==> src/rtl/rr_arbiter7.sv <==
// 7-requester round-robin arbiter with registered one-hot grant and bounded hold time.
// Optional owner lock that suppresses the hold timeout: define ARB_LOCK_EN.
module rr_arbiter7 #(
  parameter int N_REQ    = 7,
  parameter int MAX_HOLD = 8
) (
  input  logic             clk,
  input  logic             rst_n,
  input  logic [N_REQ-1:0] req,
`ifdef ARB_LOCK_EN
  input  logic             lock,
`endif
  output logic [N_REQ-1:0] gnt,
  output logic [2:0]       gnt_id,
  output logic             gnt_valid,
  output logic             any_req
);

  localparam int HW = $clog2(MAX_HOLD + 1);

  typedef enum logic {IDLE, GRANT} state_t;

  state_t           state;
  logic [2:0]       last;
  logic [HW-1:0]    hold_cnt;

  logic [N_REQ-1:0] cand;
  logic [3:0]       win;
  logic             win_found;
  logic [2:0]       win_id;
  logic             owner_req;
  logic             hold_lock;
  logic             at_max;
  logic             take;
  logic             go_idle;

  // First set bit of r, scanning from one past 'from' and wrapping; MSB of result = found.
  function automatic logic [3:0] pick(input logic [N_REQ-1:0] r, input logic [2:0] from);
    logic [3:0] res;
    int         idx;
    res = 4'b0;
    for (int k = N_REQ; k >= 1; k--) begin
      idx = (int'(from) + k) % N_REQ;
      if (r[3'(idx)]) res = {1'b1, 3'(idx)};
    end
    return res;
  endfunction

  assign any_req   = |req;
  assign gnt_valid = |gnt;
  assign owner_req = |(req & gnt);

`ifdef ARB_LOCK_EN
  assign hold_lock = lock & owner_req;
`else
  assign hold_lock = 1'b0;
`endif

  // Excluding the current owner covers idle, release and timeout arbitration alike.
  always_comb begin
    cand      = req & ~gnt;
    win       = pick(cand, last);
    win_found = win[3];
    win_id    = win[2:0];
    at_max    = (hold_cnt >= HW'(MAX_HOLD));
    take      = win_found &&
                ((state == IDLE) || !owner_req || (at_max && !hold_lock));
    go_idle   = (state == GRANT) && !owner_req && !win_found;
  end

  always_ff @(posedge clk or negedge rst_n) begin
    if (!rst_n) begin
      state    <= IDLE;
      gnt      <= '0;
      gnt_id   <= 3'd0;
      last     <= 3'd6;
      hold_cnt <= '0;
    end else if (take) begin
      state    <= GRANT;
      gnt      <= N_REQ'(1) << win_id;
      gnt_id   <= win_id;
      last     <= win_id;
      hold_cnt <= HW'(1);
    end else if (go_idle) begin
      state    <= IDLE;
      gnt      <= '0;
      gnt_id   <= 3'd0;
      hold_cnt <= '0;
    end else if (state == GRANT) begin
      if (!at_max)
        hold_cnt <= hold_cnt + HW'(1);
      else if (!hold_lock)
        hold_cnt <= HW'(1);
    end
  end

endmodule

==> config.mk <==
export PLATFORM = sky130hd
export DESIGN_NAME = rr_arbiter7
export DESIGN_NICKNAME = d
export VERILOG_FILES = /design/src/rtl/rr_arbiter7.sv
export SDC_FILE = /design/constraint.sdc
export NUM_CORES = 1
export LEC_CHECK = 0
export ABC_CLOCK_PERIOD_IN_PS = 11600
export CAP_MARGIN = 20
export CELL_PAD_IN_SITES_DETAIL_PLACEMENT = 1
export CELL_PAD_IN_SITES_GLOBAL_PLACEMENT = 1
export CORE_ASPECT_RATIO = 1.1
export CORE_MARGIN = 5
export CORE_UTILIZATION = 30
export CTS_CLUSTER_DIAMETER = 60
export DETAILED_ROUTE_END_ITERATION = 6
export PLACE_DENSITY_LB_ADDON = 0.3
export SYNTH_ARGS = -nofsm -noshare
export SYNTH_HDL_FRONTEND = slang
export SYNTH_SLANG_ARGS = --single-unit
==> constraint.sdc <==
create_clock -name clk -period 11.6 [get_ports clk]
set_clock_uncertainty 0.05 [all_clocks]
set_input_delay 1.16 -clock clk [delete_from_list [all_inputs] [get_ports clk]]
set_output_delay 1.16 -clock clk [all_outputs]
set_load 0.02 [all_outputs]
==> summary.md, run 1 <==
| Metric | Value |
|---|---|
| Fin nets | `470` |
| Fmax | `166 MHz` |
| Max cap viols | `0` |
| Via count | `3503` |
| Final Hold Fails | `0` |
| Final GP Congestion | `0.919` |
| Final Cycle Share | `52.0%` |
| Die Area | `0.0134 mm^2` |
| Area grow syn2layout | `12.0%` |
| Slew margin rel. | `34.7%` |
| RSZ-0062 raised after global routing | `no` |
| Mean Syn Cell Area | `7.96 um^2` |
| Clk_lat worst skew | `250 ps` |
| Rows | `40` |
| Mapped cell area | `0.00337 mm^2` |
| Max-slew violations | `0` |
| Vias in the first global route | `3703` |
| Drt initial violations | `165` |
| Arrival @ worst endpoint | `6130 ps` |
| Sequential share of the synthesized area | `13.4%` |
| Status | `complete, no violations` |
| Count of different cell masters after synthesis | `84` |
| Asr flop ratio synth | `100%` |
| Final HPWL DP | `9590 um` |
| Fin Setup TNS | `0 ps` |
| Num CTS Buffers | `3` |
| CP required | `11690 ps` |
| Detailed Route WL | `12000 um` |
| Synth Instances | `423` |
| Hold path depth | `1` |
| Most frequent cells in the layout | `nor2_1 (28), ha_1 (28), nand2_1 (25)` |
| Worst Setup Start Kind | `register` |
| Maximum clock path buffer count | `2` |
| Largest net degree at the start of global routing | `49` |
| Number of synthesized flops with an enable pin | `0` |
| Root Buffer | `clkbuf_16` |
| Yosys warning total | `0` |
| Htree depth | `1` |
| Die Y | `121 um` |
| Share of cells above drive strength 1 | `9.03%` |
| Total clock sinks | `18` |
| Top_reg_cell synth | `dfrtp_1` |
| Drt pass-1 iters | `4` |
| Ant diodes | `0` |
| Hold/Removal Path Class | `reg2reg` |
| Core area | `0.0110 mm^2` |
| Crit-path max FO | `12` |
| Global-route wire length before repair | `19500 um` |
| Reg clk slew, reported paths | `50 ps` |
| Cts repair resizes | `0` |
| Port Buffers | `20` |
| Fin crit period | `6040 ps` |
| Post-CTS Setup Inserts | `0` |
| Final setup fails | `0` |
| Post-DR wirelength/cell | `20.8 um` |
| Element type at the critical path end | `register` |
| GR Overflow Total | `0` |
| Antenna violations before repair | `0` |
| Remaining antenna violation count | `0` |
| Fillers | `1321` |
| Post-synth net total | `460` |
| GRT Resource Usage Total | `17.5%` |
| Setup Crit Path Kind | `reg2reg` |
| #FFs+latches synth | `18` |
| Reg2Reg Depth | `18` |
| CTS tree | `yes` |
| Via/cell ratio | `6.05` |
| Measured slew at the worst slew-check pin | `979 ps` |
| Boundary Pins | `21` |
| Starting density of the core | `30.7%` |
| Die Width | `111 um` |
| # hold bufs at CTS | `0` |
| DRC | `0` |
[final cells by class]
cell class              count  area (um^2)  share of cell area, %
well taps                 147          184                   4.88
multi-input cells         363         2740                   72.5
inverters                  26          103                   2.72
flip-flops and latches     18          453                   12.0
repair buffers             21          208                   5.51
clock buffers               4         88.8                   2.36
[metrics by stage]
stage | utilization, % | hold WS [ps] | setup slack, ps | instance area (um^2) | cells
after global routing | 34.4 | 465 | 5110 | 3770 | 579
final | 34.4 | 453 | 5560 | 3770 | 579
after CTS | 34.4 | 452 | 5570 | 3770 | 579
after global placement | 33.6 | 441 | 5760 | 3680 | 575
after detailed placement | 33.6 | 432 | 5600 | 3680 | 575
after floorplan | - | 442 | 6230 | 3370 | 423
[cells in the mapped netlist (all sizes together), types with 4 or more instances]
cell type | number | area [um^2]
o22ai | 4 | 51.3
nand2 | 25 | 93.8
mux2i | 17 | 174
inv | 24 | 95.1
ha | 28 | 350
a21o | 6 | 45.0
nor2 | 28 | 105
nor3b | 5 | 37.5
nor3 | 14 | 75.1
nor2b | 10 | 62.6
clkbuf | 6 | 23.8
o21a | 6 | 45.0
o32ai | 6 | 52.6
a22oi | 4 | 30.0
dfrtp | 16 | 400
and2 | 7 | 43.8
o211ai | 8 | 60.1
a31oi | 10 | 62.6
a221oi | 4 | 35.0
a211oi | 12 | 90.1
and3 | 6 | 37.5
o21ai | 28 | 140
or3 | 5 | 31.3
nand4 | 5 | 31.3
mux2 | 8 | 90.1
nand3b | 4 | 30.0
buf | 10 | 53.8
nand3 | 11 | 55.1
xnor2 | 10 | 129
a21oi | 15 | 75.1
nand2b | 11 | 68.8
[per-layer routing]
| metal | global-route usage (%) | share of wire, % | up-vias |
|---|---|---|---|
| li1 | - | - | 1662 |
| met1 | 21.7 | 44 | 1727 |
| met2 | 31.6 | 48 | 84 |
| met3 | 2.19 | 4.3 | 30 |
| met4 | 5.78 | 3.7 | 0 |
| met5 | 0 | 0 | - |
[critical path: stages, from the launching register on]
cell and delay (ps):
dfstp_2 700, clkinv_1 360, ha_1 700, clkinv_1 400, ha_1 320, ha_1 240, a31oi_1 260, xnor2_2 190
ha_1 280, inv_1 100, a311oi_1 250, a211oi_1 110, or2_2 350, a211oi_1 340, mux2_2 220, o22ai_1 80
o31ai_1 320, a31oi_1 290, o32ai_1 360
[state kept, by name, summed over array words and instances (netlist names)]
name / cells
last: 3
hold_cnt: 4
gnt: 7
gnt_id: 3
state: 1
[logic make-up (layout without fill, tap and decap cells)]
kind of cell / Yosys count / after routing / share of synthesized area [%]
AO/OA/AOI/OAI: 152 / 152 / 33.9
AND/OR/NAND/NOR: 144 / 144 / 23.0
buffers and inverters: 42 / 51 / 5.35
adder cells (fa/ha/maj): 28 / 28 / 10.4
multiplexers: 28 / 28 / 9.84
flip-flops: 18 / 18 / 13.4
XOR/XNOR: 11 / 11 / 4.09
[path summary, 6_finish.rpt]
path | slack [ps] | end | from
worst max-delay path | 5560 | gnt[3] | last[1]
worst min register to register | 450 | gnt_id[1] | gnt_id[1]
worst max register to register | 5560 | gnt[3] | last[1]
worst min-delay path | 450 | gnt_id[1] | gnt_id[1]
min in group asynchronous | 1350 | hold_cnt[3] | rst_n
max in group asynchronous | 9630 | gnt[3] | rst_n
Power of run 1 is not shown: default switching activity piles up to over one toggle a cycle in this logic, so the estimate is an artifact.
==> inputs of run 2 (changes only) <==
--- a/config.mk
+++ b/config.mk
@@ -5,7 +5,7 @@
 export SDC_FILE = /design/constraint.sdc
 export NUM_CORES = 1
 export LEC_CHECK = 0
-export ABC_CLOCK_PERIOD_IN_PS = 11600
+export ABC_CLOCK_PERIOD_IN_PS = 5500
 export CAP_MARGIN = 20
 export CELL_PAD_IN_SITES_DETAIL_PLACEMENT = 1
 export CELL_PAD_IN_SITES_GLOBAL_PLACEMENT = 1
==> constraint.sdc (replaced) <==
create_clock -name clk -period 5.5 [get_ports clk]
set_clock_uncertainty 0.05 [all_clocks]
set_input_delay 0.55 -clock clk [delete_from_list [all_inputs] [get_ports clk]]
set_output_delay 0.55 -clock clk [all_outputs]
set_load 0.02 [all_outputs]
==> run 2 against run 1 <==
Effect of this change:
- cell area is 1.7% higher
- non-clock buffer count is 10 higher
- sequential cell count stayed put
- die area stayed put
- first-iteration DRC count is 24% higher
- worst setup slack worse by 5200 ps
- clock-buffer cell count stayed put
- global-route usage is 0.33 points higher
- sequential share of layout area is 0.20 points lower
- register-to-register slack worse by 5200 ps
- fmax is 17% higher
==> summary.md, run 2 (synthesis results as in run 1) <==
| Metric | Value |
|---|---|
| Status | `complete, no violations` |
| Global-route wire length before repair | `19700 um` |
| FF-to-FF Start | `last[1]` |
| Final Cycle Share | `94.0%` |
| WP buf/inv | `3` |
| Area grow syn2layout | `13.9%` |
| Reg2Reg Depth | `19` |
| Detailed Route WL | `11900 um` |
| Critical Path Most Common Cell | `ha_1` |
| Fin crit period | `5170 ps` |
| Final setup fails | `0` |
| Fin Setup TNS | `0 ps` |
| Die Area | `0.0134 mm^2` |
| Clk_lat worst skew | `260 ps` |
| DRC | `0` |
| Share of cells above drive strength 1 | `10.9%` |
| Rows | `40` |
| CP required | `5650 ps` |
| Boundary Pins | `21` |
| Crit path max-delay family | `compound AO/OA/AOI/OAI gates` |
| Drt pass-1 iters | `4` |
| GRT Resource Usage Total | `17.9%` |
| Max incr delay on CP | `530 ps` |
| Met2 usage | `30.7%` |
| Worst R2R End | `gnt[4]` |
| Root Buffer | `clkbuf_16` |
| Starting density of the core | `30.7%` |
| Htree depth | `1` |
| Register area | `453 um^2` |
| Ant diodes | `0` |
| Element type at the critical path end | `register` |
| Reg clk slew, reported paths | `60 ps` |
| GRT busiest layer | `met2` |
| Biggest regs | `gnt: 7 flops, hold_cnt: 4 flops` |
| Worst path cell trace | `clkinv_1 -> ha_1 -> xnor2_4 -> inv_4 -> ha_1 -> ha_1 -> a31oi_1 -> xnor2_2 -> ha_1 -> inv_1 -> a311oi_1 -> a211oi_1 -> or2_2 -> a211oi_1 -> o21ai_0 -> a32oi_1 -> a211oi_1 -> nor3_2 -> a32o_1` |
| Slew margin rel. | `39.9%` |
| Met1 Track Usage GR | `23.9%` |
| Post-DR wirelength/cell | `20.2 um` |
| Maximum clock path buffer count | `2` |
| Post-CTS Setup Inserts | `0` |
| Fillers | `1327` |
| Hold/Removal Path Class | `reg2reg` |
| Fmax | `193 MHz` |
| Register with the highest flop count | `gnt` |
| Worst path slowest cell | `dfstp_2` |
| Drt initial violations | `205` |
| Total clock sinks | `18` |
| # hold bufs at CTS | `0` |
| Max-slew violations | `0` |
| Num CTS Buffers | `3` |
| CTS tree | `yes` |
| GR met3 Demand/Resource | `1.60%` |
| Antenna violations before repair | `0` |
| Largest register FFs | `7` |
| Worst Setup Start Kind | `register` |
| Via count | `3575` |
| Arrival @ worst endpoint | `5310 ps` |
| Final HPWL DP | `9490 um` |
| Final Hold Fails | `0` |
| Port Buffers | `20` |
| Area of the multi-input gates | `0.00274 mm^2` |
| Worst R2R Setup Slack | `330 ps` |
| Cts repair resizes | `0` |
| Hold_ws | `435 ps` |
| RSZ-0062 raised after global routing | `no` |
| Via/cell ratio | `6.07` |
| Fin nets | `480` |
| Measured slew at the worst slew-check pin | `898 ps` |
| Max cap viols | `0` |
| Remaining antenna violation count | `0` |
| Setup Crit Path Kind | `reg2reg` |
| Hold endpoint | `gnt_id[2]` |
| Critical hold path startpoint | `gnt_id[2]` |
| GR Overflow Total | `0` |
| Die Width | `111 um` |
| Final GP Congestion | `0.887` |
| Vias in the first global route | `3756` |
| Largest net degree at the start of global routing | `47` |
| Hold path depth | `1` |
| Die Y | `121 um` |
| Most frequent cells in the layout | `nor2_1 (28), ha_1 (28), nand2_1 (25)` |
| Core area | `0.0110 mm^2` |
| Crit-path max FO | `9` |
run 2: worst max path at each step:
stage	slack [ps]	end	start	depth (start not counted)
finish	330	gnt[4]	last[1]	19
global route	5	gnt[4]	last[1]	19
CTS	380	gnt[4]	last[1]	19
detailed placement	400	gnt[4]	last[1]	19
global placement	550	gnt[4]	last[1]	19
floorplan	130	gnt[4]	last[0]	22
run 2: routing by layer:
metal	wire [um]	part of all wire [%]
met5	0	0
met4	268	2.3
met3	450	3.8
met2	5590	47
met1	5560	47
run 2: layout make-up:
| type | instances | area share (%) |
|---|---|---|
| Multi-Input combinational cell | 363 | 71.3 |
| Sequential cell | 18 | 11.8 |
| Timing Repair Buffer | 31 | 7.37 |
| Tap cell | 147 | 4.79 |
| Inverter | 26 | 2.67 |
| Clock buffer | 4 | 2.05 |
run 2: metrics by stage:
| stage | std cells | area [um^2] | setup WS, ps | util (%) |
|---|---|---|---|---|
| global placement | 585 | 3760 | 551 | 34.3 |
| CTS | 589 | 3840 | 380 | 35.0 |
| finish | 589 | 3840 | 332 | 35.0 |
| detailed placement | 585 | 3760 | 405 | 34.3 |
| floorplan | 423 | 3370 | 125 | - |
| global route | 589 | 3840 | 4.69 | 35.0 |
run 2: worst reg2reg max path, cell delays in order, from the launching register on:
cell and delay (ps):
dfstp_2 530, clkinv_1 80, ha_1 280, xnor2_4 330, inv_4 100, ha_1 200
ha_1 230, a31oi_1 240, xnor2_2 190, ha_1 280, inv_1 100, a311oi_1 300
a211oi_1 100, or2_2 340, a211oi_1 370, o21ai_0 180, a32oi_1 340, a211oi_1 180
nor3_2 460, a32o_1 240
Power of run 2 is left out for the same reason.
==> inputs of run 3 (changes only) <==
--- a/config.mk
+++ b/config.mk
@@ -15,6 +15,8 @@
 export CTS_CLUSTER_DIAMETER = 60
 export DETAILED_ROUTE_END_ITERATION = 6
 export PLACE_DENSITY_LB_ADDON = 0.3
+export REMOVE_ABC_BUFFERS = 1
 export SYNTH_ARGS = -nofsm -noshare
 export SYNTH_HDL_FRONTEND = slang
 export SYNTH_SLANG_ARGS = --single-unit
+export TNS_END_PERCENT = 5
==> run 3 against run 2 <==
Effect of this change:
- fmax is 1.1% higher
- wire length rose by 3.5%
- final cell count is 0.51% higher
- cell area increased by 1.1%
- critical path type unchanged
==> summary.md, run 3 (synthesis results as in run 1) <==
| Metric | Value |
|---|---|
| Largest net degree at the start of global routing | `31` |
| Final Cycle Share | `92.9%` |
| Global-route wire length before repair | `19500 um` |
| Final GP Congestion | `0.918` |
| Core area | `0.0110 mm^2` |
| Post-DR wirelength/cell | `20.7 um` |
| Setup Crit Path Kind | `reg2reg` |
| Status | `complete, no violations` |
| Port Buffers | `20` |
| Via count | `3547` |
| Antenna violations before repair | `0` |
| RSZ-0062 raised after global routing | `no` |
| DRC | `0` |
| Element type at the critical path end | `register` |
| Register area | `453 um^2` |
| Hold/Removal Path Class | `reg2reg` |
| Most common cell after layout, fill and taps aside | `nor2_1` |
| Arrival @ worst endpoint | `5210 ps` |
| Max cap viols | `0` |
| Drt pass-1 iters | `4` |
| Register with the highest flop count | `gnt` |
| Final setup fails | `0` |
| Total clock sinks | `18` |
| Root Buffer | `clkbuf_16` |
| Detailed Route WL | `12300 um` |
| Die Y | `121 um` |
| Measured slew at the worst slew-check pin | `872 ps` |
| Slew margin rel. | `41.7%` |
| Die Width | `111 um` |
| Area grow syn2layout | `15.1%` |
| Layout Cells excl Fill | `592` |
| Clk_lat worst skew | `250 ps` |
| Fmax | `196 MHz` |
| Vias in the first global route | `3682` |
| Drt initial violations | `214` |
| GR Overflow Total | `0` |
| Fin Setup TNS | `0 ps` |
| GRT Resource Usage Total | `17.9%` |
| Num CTS Buffers | `3` |
| Reg clk slew, reported paths | `60 ps` |
| Biggest regs | `gnt: 7 flops, hold_cnt: 4 flops` |
| Final Hold Fails | `0` |
| Htree depth | `1` |
| CTS tree | `yes` |
| Worst Setup Start Kind | `register` |
| Boundary Pins | `21` |
| Utilization after layout | `35.4%` |
| Most frequent cells in the layout | `nor2_1 (28), ha_1 (27), nand2_1 (25)` |
| Hold_ws | `427 ps` |
| Dpl cells | `588` |
| # hold bufs at CTS | `0` |
| CP required | `5600 ps` |
| Share of cells above drive strength 1 | `12.1%` |
| Starting density of the core | `30.7%` |
| Ant diodes | `0` |
| Largest register FFs | `7` |
| Fillers | `1339` |
| Die Area | `0.0134 mm^2` |
| Final HPWL DP | `9910 um` |
| Rows | `40` |
| Fin nets | `483` |
| Via/cell ratio | `5.99` |
| Remaining antenna violation count | `0` |
| Crit-path max FO | `15` |
| Maximum clock path buffer count | `2` |
| Fin crit period | `5110 ps` |
| Max-slew violations | `0` |
| Area of the multi-input gates | `0.00274 mm^2` |
## run 3: cell types whose count changed in the layout (fill, tap and decap cells not counted)
cell,before,now
a31oi_1,10,9
a31oi_2,0,1
ha_2,0,1
ha_1,28,27
buf_4,11,14
clkbuf_8,0,1
clkbuf_1,1,0
## run 3: stage by stage
step | instance area, um^2 | worst slack (ps)
6_report | 3880 | 388
5_1_grt | 3880 | 63.9
4_1_cts | 3870 | 288
3_5_place_dp | 3780 | 349
3_3_place_gp | 3780 | 485
2_1_floorplan | 3290 | 194
## run 3: worst max-delay path: stages, from the launching register on
cell,delay (ps)
dfstp_2,660
buf_4,250
ha_2,370
a21o_1,280
ha_1,330
a31oi_1,100
xnor2_1,250
ha_1,260
nand2_1,80
a41oi_1,280
mux2i_2,510
nor3_1,130
a311oi_1,500
nor2_1,100
a211oi_1,360
o21bai_1,180
o32ai_1,280
## run 3: layout make-up
type / count / share of cell area (%)
Clock buffer: 4 / 2.29
Inverter: 26 / 2.65
Sequential cell: 18 / 11.7
Tap cell: 147 / 4.74
Timing Repair Buffer: 34 / 7.87
Multi-Input combinational cell: 363 / 70.8
## run 3: metal layers
layer,share of wire [%],track usage (%),wire length (um)
met5,0,0,0
met4,2.7,5.32,327
met3,3.8,1.75,461
met2,49,32.7,6030
met1,44,22.4,5460
## run 3: repair_timing
action                     CTS  global route
setup endpoints to repair    0             7
setup buffers                0             0
resized for setup            0             2
## run 3: final timing paths
| check | startpoint | end | slack (ps) | depth (start not counted) |
|---|---|---|---|---|
| max in group asynchronous | rst_n | last[0] | 4120 | 1 |
| worst max register to register | last[2] | gnt[2] | 390 | 16 |
| worst min register to register | gnt_id[2] | gnt_id[2] | 430 | 1 |
| min in group asynchronous | rst_n | hold_cnt[0] | 740 | 1 |
| worst max-delay path | last[2] | gnt[2] | 390 | 16 |
| worst min-delay path | gnt_id[2] | gnt_id[2] | 430 | 1 |
Power of run 3 is left out for the same reason.
